<file path="src/rtl/traffic_ctrl_param.sv">
// Two-road traffic-light core: green/yellow/all-red sequencing with a pedestrian
// shortcut, night flashing-yellow, run/hold switch and a BCD countdown of the phase.
module traffic_ctrl_param #(
    parameter int TICK_DIV  = 50_000_000,
    parameter int GREEN_S   = 25,
    parameter int YELLOW_S  = 3,
    parameter int ALLRED_S  = 2,
    parameter int PED_MIN_S = 5
) (
    input  logic       clk,
    input  logic       rst,
    input  logic       sw0,
    input  logic       sw1,
    input  logic       ped_req,
    output logic [5:0] light,
    output logic [7:0] count,
    output logic [2:0] phase,
    output logic       tick
);

    localparam logic [2:0] AR_A  = 3'd0;
    localparam logic [2:0] A_G   = 3'd1;
    localparam logic [2:0] A_Y   = 3'd2;
    localparam logic [2:0] AR_B  = 3'd3;
    localparam logic [2:0] B_G   = 3'd4;
    localparam logic [2:0] B_Y   = 3'd5;
    localparam logic [2:0] FLASH = 3'd6;

    localparam int         PW      = $clog2(TICK_DIV);
    localparam logic [PW-1:0] PSC_MAX = PW'(TICK_DIV - 1);

    localparam logic [6:0] D_G   = 7'(GREEN_S);
    localparam logic [6:0] D_Y   = 7'(YELLOW_S);
    localparam logic [6:0] D_AR  = 7'(ALLRED_S);
    localparam logic [6:0] D_PED = 7'(PED_MIN_S);

    logic [PW-1:0] psc_q, psc_d;
    logic [2:0]    state_q, state_d;
    logic [6:0]    rem_q, rem_d;
    logic          flash_q, flash_d;
    logic [2:0]    nxt;

    function automatic logic [6:0] dur(input logic [2:0] s);
        case (s)
            A_G, B_G: dur = D_G;
            A_Y, B_Y: dur = D_Y;
            default:  dur = D_AR;
        endcase
    endfunction

    function automatic logic [7:0] to_bcd(input logic [6:0] v);
        to_bcd = {4'(v / 7'd10), 4'(v % 7'd10)};
    endfunction

    always_comb begin
        case (state_q)
            AR_A:    nxt = A_G;
            A_G:     nxt = A_Y;
            A_Y:     nxt = AR_B;
            AR_B:    nxt = B_G;
            B_G:     nxt = B_Y;
            default: nxt = AR_A;
        endcase
    end

    always_comb begin
        tick  = sw0 && (psc_q == PSC_MAX);
        psc_d = psc_q;
        if (sw0)
            psc_d = tick ? '0 : psc_q + 1'b1;

        state_d = state_q;
        rem_d   = rem_q;
        flash_d = flash_q;
        // Night switch outranks tick and pedestrian, and works even while held.
        if (state_q == FLASH) begin
            if (!sw1) begin
                state_d = AR_A;
                rem_d   = D_AR;
            end else if (tick) begin
                flash_d = !flash_q;
            end
        end else if (sw1) begin
            state_d = FLASH;
            flash_d = 1'b1;
        end else if (state_q == 3'd7) begin
            state_d = AR_A;
            rem_d   = D_AR;
        end else if (tick) begin
            if (rem_q == 7'd1) begin
                state_d = nxt;
                rem_d   = dur(nxt);
            end else begin
                rem_d = rem_q - 7'd1;
            end
        end else if (state_q == A_G && ped_req && rem_q > D_PED) begin
            rem_d = D_PED;
        end
    end

    always_ff @(posedge clk or posedge rst) begin
        if (rst) begin
            psc_q   <= '0;
            state_q <= AR_A;
            rem_q   <= D_AR;
            flash_q <= 1'b0;
        end else begin
            psc_q   <= psc_d;
            state_q <= state_d;
            rem_q   <= rem_d;
            flash_q <= flash_d;
        end
    end

    always_comb begin
        case (state_q)
            A_G:     light = 6'b001_100;
            A_Y:     light = 6'b010_100;
            B_G:     light = 6'b100_001;
            B_Y:     light = 6'b100_010;
            FLASH:   light = flash_q ? 6'b010_010 : 6'b000_000;
            default: light = 6'b100_100;
        endcase
        count = (state_q == FLASH) ? 8'h00 : to_bcd(rem_q);
        phase = state_q;
    end

endmodule

</file>
<file path="config.mk">
export PLATFORM = sky130hd
export DESIGN_NAME = traffic_ctrl_param
export DESIGN_NICKNAME = d
export VERILOG_FILES = /design/src/rtl/traffic_ctrl_param.sv
export SDC_FILE = /design/constraint.sdc
export NUM_CORES = 1
export LEC_CHECK = 0
export BUFFER_PORTS_ARGS = -buffer_cell sky130_fd_sc_hd__buf_2
export CAP_MARGIN = 10
export CORE_ASPECT_RATIO = 1.1
export CORE_MARGIN = 2
export CORE_UTILIZATION = 60
export CTS_CLUSTER_SIZE = 16
export DETAILED_ROUTE_END_ITERATION = 10
export PLACE_DENSITY = 0.8
export SLEW_MARGIN = 20
export SYNTH_ARGS = -nofsm -noshare
export SYNTH_HDL_FRONTEND = slang
export SYNTH_SLANG_ARGS = --single-unit
</file>
<file path="constraint.sdc">
create_clock -name clk -period 3 [get_ports clk]
set_clock_uncertainty 0.1 [all_clocks]
set_input_delay 0.3 -clock clk [delete_from_list [all_inputs] [get_ports clk]]
set_output_delay 0.3 -clock clk [all_outputs]
set_load 0.005 [all_outputs]
</file>
Word level (Yosys, flattened, before mapping)
Index checks and enable logic that the tools add are counted.
{"block": "totals", "register_bits": 37, "inputBits": 5, "output_inout_bits": 18, "wordCells": 61}
{"block": "classes", "addsub": 2, "div_mod_pow": 2, "n_lt_le_gt_ge": 1, "n_eq_ne": 15, "muxes": 23, "n_bitwise": 1, "n_reduce_logical": 13}
{"operator": "two-way mux 7 bit", "n": 7}
{"operator": "case mux 6 bit (5 select lines)", "n": 1}
{"operator": "adder 26 x 1 -> 26 bit (second input constant)", "n": 1}
{"operator": "equality test 26 bit (second input constant)", "n": 1}
{"operator": "two-way mux 26 bit", "n": 1}
{"operator": "equality test 3 bit (second input constant)", "n": 6}
{"operator": "two-way mux 3 bit", "n": 6}
{"operator": "case mux 3 bit (5 select lines)", "n": 1}
{"operator": "nonzero test 4 bit", "n": 3}
{"operator": "case mux 5 bit (2 select lines)", "n": 1}
{"operator": "equality test 3 x 2 -> 1 bit (second input constant)", "n": 3}
{"operator": "two-way mux 8 bit", "n": 1}
{"operator": "divider 7 x 4 -> 7 bit (second input constant)", "n": 1}
{"operator": "equality test 7 x 1 -> 1 bit (second input constant)", "n": 1}
{"operator": "> comparator 7 x 3 -> 1 bit (second input constant)", "n": 1}
{"operator": "remainder unit 7 x 4 -> 7 bit (second input constant)", "n": 1}
{"operator": "subtractor 7 x 1 -> 7 bit (second input constant)", "n": 1}
{"operator": "equality test 3 x 1 -> 1 bit (second input constant)", "n": 2}
{"operator": "two-way mux 5 bit", "n": 1}
{"operator": "two-way mux 1 bit", "n": 4}
{"operator": "inequality test 2 bit (second input constant)", "n": 2}
{"operator": "AND reduction 2 bit", "n": 2}
{"operator": "OR reduction 2 bit", "n": 2}
{"operator": "logical AND 1 bit", "n": 3}
{"operator": "4 further kinds", "n": 4}

Depth between registers and ports, before layout
Gate-level depths: netlist (run 1).
{"block": "logic_depth", "depth_word": 10, "mapped_depth": 10, "depth_no_buf": 8}

Worst setup path after synthesis (run 1)
OpenSTA, ideal clock, no wires.
{"block": "synth_path", "path_type": "reg2out", "start": "reg rem_q[5]", "end": "out count[2]", "arrival_ps": 2285, "t_required_ps": 2600, "setup_slack_ps": 315, "path_stages_with_launch": 10, "path_buffers": 2, "path_cell_list": "dfrtp_1 clkbuf_1 clkbuf_1 nor4bb_1 nand2_1 o221a_2 ha_1 a311oi_1 a211oi_1 mux2_2"}
{"block": "synth_via", "elab_chain_cells": 2}
{"element": "from (decl)", "line_no": "39", "rtl": "logic [6:0] rem_q, rem_d;"}
{"element": "from (signal assigned)", "line_no": "110", "rtl": "rem_q <= rem_d;"}
{"element": "remainder unit 7 x 4 -> 7 bit", "line_no": "52", "rtl": "to_bcd = {4'(v / 7'd10), 4'(v % 7'd10)};"}
{"element": "two-way mux 8 bit", "line_no": "124", "rtl": "count = (state_q == FLASH) ? 8'h00 : to_bcd(rem_q);"}
{"element": "to (decl)", "line_no": "16", "rtl": "output logic [7:0] count,"}
No other way between the ends.

Final worst setup path (run 1)
{"block": "layout_path", "start": "reg rem_q[6]", "end": "out count[2]"}
The elaborated chain is that of the path after synthesis.

==> results.txt, run 1 <==
----------------------------------------------------
[Outcome]
  Outcome ... finished with violations
  Violated checks ... hold timing

[Timing]
  Finish-stage setup viols ... 0
  Final-layout worst hold slack ... -6.89 ps
  Final worst-path cycle share ... 0.964
  Headroom to the max-slew limit ... 0.658
  Worst slew pin tran ... 508 ps
  Fin. Hold Viols ... 8
  Min Clock Period, post-route ... 2890 ps
  Setup repair after global routing missed its margin ... no
  Post-Route Setup TNS ... 0 ps
  Max Clock Freq ... 0.346 GHz
  Count of final max-slew check failures ... 0

[GRT]
  Global-route usage over all layers ... 0.273
  Vias in the first global route ... 2342
  Initial antenna violation count ... 0
  Pin count of the biggest net entering global routing ... 38
  Global-route wire length before repair ... 10500 microns
  GRT Residual Overflow ... 0

[Worst setup path]
  Beginning of the worst register-to-register path ... psc_q[0]$_DFFE_PP0P_
  Crit Path Class ... reg2out
  Reg-to-reg slack, setup ... 370 ps
  Critical Path Start ... rem_q[6]$_DFFE_PP0P_
  Required time of the critical path ... 2600 ps
  Maximum fanout along the worst path ... 9
  Endpoint of the most critical register-to-register path ... phase[1]$_DFFE_PP0P_
  Nature of the critical path endpoint ... primary output
  Setup crit end ... count[2]
  Worst setup SP type ... flop
  Critical Path AT ... 2490 ps
  Cells on worst reg2reg path ... 7

[Cells and area]
  Fraction of final layout cells sized beyond drive strength 1 ... 0.205
  Fill cells ... 355
  Net count reported at finish ... 356
  Diode count ... 0
  Most common cell after layout, fill and taps aside ... sky130_fd_sc_hd__nor2_1
  Commonest non-fill, non-tap cells in the layout ... sky130_fd_sc_hd__nor2_1 (41), sky130_fd_sc_hd__dfrtp_1 (33), sky130_fd_sc_hd__nand2_1 (22), sky130_fd_sc_hd__buf_2 (22), sky130_fd_sc_hd__xnor2_1 (18)
  Area growth from synthesis to layout ... 11.6%

[Routing]
  Post-Route WL ... 6340 microns
  Antenna violation net count after detailed routing ... 0
  Number of vias in the routed layout ... 2459
  Drt drc ... 0
  Number of iterations in the first detailed-routing pass ... 4
  Iter 0 DRT Violations ... 110
  Via density ... 6.15
  WL/cell ... 15.9 microns

[Clock tree]
  Cts bufs inserted ... 5
  CTS tree ... done
  Max Buffers Root-to-Sink ... 2
  Clock Sink Count ... 37
  Root buffer cell ... sky130_fd_sc_hd__clkbuf_8
  Register clock-pin slew on the reported worst setup and hold paths ... 80 ps
  Clk Latency, worst-skew pair ... 290 ps
  H-tree levels ... 2

[Synth]
  Post-synth EDFFs ... 0
  Synthesized netlist cell count ... 319
  Post-synth cell types ... 62
  Flip-flop cell with the highest count after synthesis ... sky130_fd_sc_hd__dfrtp_1
  Netlist area before placement ... 2700 sq um
  Register bit count reported by yosys ... 37
  Cell taking the most area after synthesis ... sky130_fd_sc_hd__dfrtp_1
  Async set-reset flop share out of synthesis ... 1.00
  Fraction of synthesized cell area taken by the top area cell type ... 0.334
  Synthesized area divided by synthesized cell count ... 8.46 sq um
  Synthesized netlist net count ... 330
  Number of warnings printed during yosys synthesis ... 0
  Fraction of the yosys area taken by sequential cells ... 0.344
  Top cells by area in the synthesized netlist ... sky130_fd_sc_hd__dfrtp_1 (33%), sky130_fd_sc_hd__xnor2_1 (5.8%), sky130_fd_sc_hd__nor2_1 (5.7%)

[Placement]
  DP Wirelength ... 4480 microns
  Port Buffer Count ... 22
  Final weighted congestion of routability-driven global placement ... 0.833

[Floorplan]
  Ports placed on the boundary ... 23
  Floorplan core area ... 4320 sq um
  Placement row count ... 25
  Initial cell density of the core ... 0.625
  Area of the die ... 5050 sq um
  Die Y ... 74.3 microns
  Chip Width ... 67.9 microns

[Pwr]
  VDD IR max ... 0.000297 V
  Static Leak ... 1.29 nW
  Ratio of total power to cell area ... 604 nW/um^2

[Run]
  Number of max-cap violations ... 0

[Worst hold path]
  Path class of the lowest-slack min-delay path ... in2async

----------------------------------------------------
## per-layer routing
layer	vias up	global-route usage	wire, microns
met1	1186	0.327	2690
met2	65	0.498	3300
met5	-	0	0
met3	14	0.0439	236
met4	0	0.0844	116
li1	1194	-	-
## synth_stat cells (all sizes together), types with 7 or more instances
library cell / instances
nor2: 41
dfrtp: 36
nand2: 23
xnor2: 18
inv: 15
nand3: 15
clkbuf: 13
nor2b: 12
o21ai: 12
nor3: 11
nand4: 10
nor4: 10
xor2: 8
a21oi: 7
## kinds of logic after synthesis
logic type,synth area share
adders and majority gates,0.0278
buffers and inverters,0.0732
DFF,0.344
AOI/OAI and AO/OA,0.159
xor gates and xnor gates,0.0844
and+or+nand+nor,0.289
muxes,0.0227
## registers in the layout, summed over array words and instances, names as in the netlist
signal / count
phase: 3
psc_q: 26
flash_q: 1
rem_q: 7
## per-stage QoR
stage          std cells  power [W]  setup WS, ps  utilization  instance area [sq um]
6_report             400    0.00182           108        0.698                   3010
5_1_grt              400    0.00194          12.4        0.698                   3010
4_1_cts              397    0.00177          31.1        0.683                   2950
3_5_place_dp         389    0.00141           173        0.659                   2850
3_3_place_gp         389    0.00138           236        0.659                   2850
2_1_floorplan        319    0.00121           315            -                   2700
## layout make-up
type                    instances  area [sq um]  share of cell area
multi-input cells             246          1630               0.541
clock buffers                   5          68.8              0.0229
flip-flops and latches         37           931               0.309
inverters                      16          61.3              0.0204
repair buffers                 39           238              0.0789
clock inverters                 3          17.5             0.00582
well taps                      54          67.6              0.0224
## critical path: stages (launching register included)
cell and delay [ps]:
sky130_fd_sc_hd__dfrtp_2 450, sky130_fd_sc_hd__buf_4 180, sky130_fd_sc_hd__nand2b_1 160, sky130_fd_sc_hd__buf_4 170, sky130_fd_sc_hd__o211ai_1 270, sky130_fd_sc_hd__a311oi_2 160
sky130_fd_sc_hd__a211oi_2 320, sky130_fd_sc_hd__mux2_2 370, sky130_fd_sc_hd__buf_2 120
## report_power, final
group | switching, W | internal (W) | total (W)
Clock | 0.000180 | 0.000160 | 0.000340
Combinational | 0.000436 | 0.000369 | 0.000806
Sequential | 0.000106 | 0.000568 | 0.000674
## what timing repair did
action	CTS	global route
endpoints found under the setup margin	2	2
resized for setup	5	8
hold buffers	0	0
pin swaps	0	2
setup buffers	0	3
## worst min path at each step
stage / slack [ps] / to / depth (start not counted)
after global placement: 320 / psc_q[4]$_DFFE_PP0P_ / 3
after detailed placement: 330 / psc_q[3]$_DFFE_PP0P_ / 3
after CTS: 10 / psc_q[3]$_DFFE_PP0P_ / 3
after global routing: 40 / psc_q[3]$_DFFE_PP0P_ / 3
after floorplan: 360 / psc_q[8]$_DFFE_PP0P_ / 1
final: -7 / psc_q[3]$_DFFE_PP0P_ / 3
(Power assumes the default switching activity.)
==> inputs of run 2 (changes only) <==
Settings changed: GPL_TIMING_DRIVEN set to 0.
==> run 2 against run 1 <==
The flow now finishes without violations. First-iteration DRC count is 36% higher. Core utilization increased by 1.9 points. Via count decreased by 2.5%. Critical path depth grew 1. Clock power rose by 4%. Sequential cell count stayed put. Critical endpoint unchanged.
==> results.txt, run 2 (synthesis results as in run 1) <==
----------------------------------------------------
[Outcome]
  Outcome ... complete, no violations (was finished with violations)

[Worst setup path]
  Required time of the critical path ... 2600 ps (about the same)
  Reg-to-reg slack, setup ... 340 ps (was 370 ps)
  Cell chain of the critical path ... clkbuf_8, nor4bb_2, a211oi_2, o221a_2, ha_4, a311oi_2, a211oi_2, mux2_4, buf_2 (was buf_4, nand2b_1, buf_4, o211ai_1, a311oi_2, a211oi_2, mux2_2, buf_2)
  Worst setup SP type ... flop (unchanged)
  Beginning of the worst register-to-register path ... psc_q[1]$_DFFE_PP0P_ (was psc_q[0]$_DFFE_PP0P_)
  Cells on worst reg2reg path ... 9 (was 7)
  Nature of the critical path endpoint ... primary output (unchanged)
  Cell mode on critical path ... sky130_fd_sc_hd__a211oi_2 (was sky130_fd_sc_hd__buf_4)
  Critical path's slowest cell ... sky130_fd_sc_hd__dfrtp_1 (was sky130_fd_sc_hd__dfrtp_2)
  Endpoint of the most critical register-to-register path ... rem_q[4]$_DFFE_PP0P_ (was phase[1]$_DFFE_PP0P_)
  Maximum fanout along the worst path ... 10 (was 9)
  Critical Path AT ... 2560 ps (was 2490 ps)
  CP max stage delay ... 400 ps (was 450 ps)
  Crit Path Class ... reg2out (unchanged)

[Placement]
  Port Buffer Count ... 21 (was 22)
  DP Wirelength ... 4340 microns (was 4480 microns)
  Final weighted congestion of routability-driven global placement ... 0.846 (was 0.833)

[Floorplan]
  Area of the die ... 5050 sq um (unchanged)
  Placement row count ... 25 (unchanged)
  Die Y ... 74.3 microns (unchanged)
  Initial cell density of the core ... 0.625 (unchanged)
  Chip Width ... 67.9 microns (unchanged)
  Ports placed on the boundary ... 23 (unchanged)
  Floorplan core area ... 4320 sq um (unchanged)

[Cells and area]
  Diode count ... 0 (unchanged)
  Fraction of final layout cells sized beyond drive strength 1 ... 0.212 (was 0.205)
  Commonest non-fill, non-tap cells in the layout ... sky130_fd_sc_hd__nor2_1 (41), sky130_fd_sc_hd__dfrtp_1 (33), sky130_fd_sc_hd__buf_2 (23) (was sky130_fd_sc_hd__nor2_1 (41), sky130_fd_sc_hd__dfrtp_1 (33), sky130_fd_sc_hd__nand2_1 (22), sky130_fd_sc_hd__buf_2 (22), sky130_fd_sc_hd__xnor2_1 (18))
  Register ranked first by flip-flop count ... psc_q (unchanged)
  Utilization of the core after routing ... 0.717 (was 0.698)
  Area growth from synthesis to layout ... 14.7% (was 11.6%)
  Net count reported at finish ... 360 (was 356)
  Max reg flops ... 26 (unchanged)
  Most common cell after layout, fill and taps aside ... sky130_fd_sc_hd__nor2_1 (unchanged)

[Pwr]
  VDD IR max ... 0.000510 V (was 0.000297 V)
  Static Leak ... 1.31 nW (was 1.29 nW)
  Power consumption ... 0.00184 W (was 0.00182 W)
  Ratio of total power to cell area ... 593 nW/um^2 (was 604 nW/um^2)

[Routing]
  Number of iterations in the first detailed-routing pass ... 4 (unchanged)
  Post-Route WL ... 6090 microns (was 6340 microns)
  Antenna violation net count after detailed routing ... 0 (unchanged)
  Drt drc ... 0 (unchanged)
  Number of vias in the routed layout ... 2397 (was 2459)
  WL/cell ... 15.1 microns (was 15.9 microns)
  Iter 0 DRT Violations ... 150 (was 110)
  Via density ... 5.95 (was 6.15)

[GRT]
  Vias in the first global route ... 2185 (was 2342)
  Global-route usage over all layers ... 0.259 (was 0.273)
  GRT Residual Overflow ... 0 (unchanged)
  Initial antenna violation count ... 0 (unchanged)
  Global-route wire length before repair ... 10000 microns (was 10500 microns)
  Pin count of the biggest net entering global routing ... 38 (unchanged)

[Timing]
  Count of final max-slew check failures ... 0 (unchanged)
  Fin. Hold Viols ... 0 (was 8)
  Max Clock Freq ... 0.338 GHz (was 0.346 GHz)
  Final-layout worst hold slack ... 35.6 ps (was -6.89 ps)
  Worst slew pin tran ... 788 ps (was 508 ps)
  Setup repair after global routing missed its margin ... yes (was no)
  Final worst-path cycle share ... 0.986 (was 0.964)
  Finish-stage setup viols ... 0 (unchanged)
  Headroom to the max-slew limit ... 0.473 (was 0.658)
  Min Clock Period, post-route ... 2960 ps (was 2890 ps)
  Post-Route Setup TNS ... 0 ps (unchanged)

[Clock tree]
  H-tree levels ... 2 (unchanged)
  Root buffer cell ... sky130_fd_sc_hd__clkbuf_8 (unchanged)
  Max Buffers Root-to-Sink ... 2 (unchanged)
  Clk Latency, worst-skew pair ... 290 ps (about the same)
  Cts bufs inserted ... 5 (unchanged)
  Register clock-pin slew on the reported worst setup and hold paths ... 70 ps (was 80 ps)
  CTS tree ... done (unchanged)
  Clock Sink Count ... 37 (unchanged)

[Run]
  Number of max-cap violations ... 0 (unchanged)

[Worst hold path]
  Path class of the lowest-slack min-delay path ... in2async (unchanged)

----------------------------------------------------
[run 2: changes by cell type in the layout (fill, tap and decap cells not counted), sizes merged]
cell / previous run / this run
clkdlybuf4s15: 0 / 1
clkinv: 3 / 1
buf: 39 / 33
clkbuf: 5 / 15
[run 2: final cells by class]
| cell class | instances | area (sq um) |
|---|---|---|
| Clock buffer | 6 | 82.6 |
| Timing Repair Buffer | 26 | 143 |
| Clock inverter | 1 | 7.51 |
| Sequential cell | 37 | 931 |
| Inverter | 16 | 61.3 |
| Fill cell | 340 | 1220 |
| Multi-Input combinational cell | 246 | 1650 |
| Tap cell | 54 | 67.6 |
| Buffer | 17 | 158 |
[run 2: worst max-delay path by stage]
stage	from	endpoint	slack (ps)
final	rem_q[5]$_DFFE_PP0P_	count[2]	40
after global routing	rem_q[5]$_DFFE_PP0P_	count[2]	-8
after CTS	rem_q[4]$_DFFE_PP0P_	count[2]	20
after detailed placement	rem_q[5]$_DFFE_PP0P_	count[2]	-250
after global placement	rem_q[5]$_DFFE_PP0P_	count[2]	-250
after floorplan	rem_q[5]$_DFFE_PP0P_	count[2]	310
[run 2: what timing repair did]
action                     4_1_cts  5_1_grt
cloned                           0        0
setup endpoints to repair        5        4
gates resized for setup         23        8
hold buffers                     0        0
setup buffers                    3        2
pin swaps                        1        4
[run 2: stage by stage]
| stage | cells | cell area (sq um) | setup slack [ps] |
|---|---|---|---|
| 2_1_floorplan | 319 | 2700 | 315 |
| 3_3_place_gp | 394 | 2870 | -252 |
| 3_5_place_dp | 394 | 2870 | -253 |
| 4_1_cts | 402 | 3060 | 15.4 |
| 5_1_grt | 403 | 3100 | -8.27 |
| 6_report | 403 | 3100 | 42.4 |
[run 2: per-layer routing]
metal	GRT usage	wire (microns)	up-vias
li1	-	-	1199
met1	0.341	2760	1129
met2	0.437	3020	63
met3	0.0454	249	6
met4	0.0778	57	0
met5	0	0	-
[run 2: where the power goes]
part | leakage [nW] | internal (W) | switching [W]
Combinational | 0.787 | 0.000381 | 0.000441
Sequential | 0.479 | 0.000569 | 0.0000885
Clock | 0.0433 | 0.000181 | 0.000174
[run 2: critical path, delay by kind of cell, from the launching register on]
kind                       cells  cell delay, ps
buffers and inverters          2             300
and+or+nand+nor                1             330
adders and majority gates      1             180
muxes                          1             300
DFF                            1             400
AOI/OAI and AO/OA              4             750
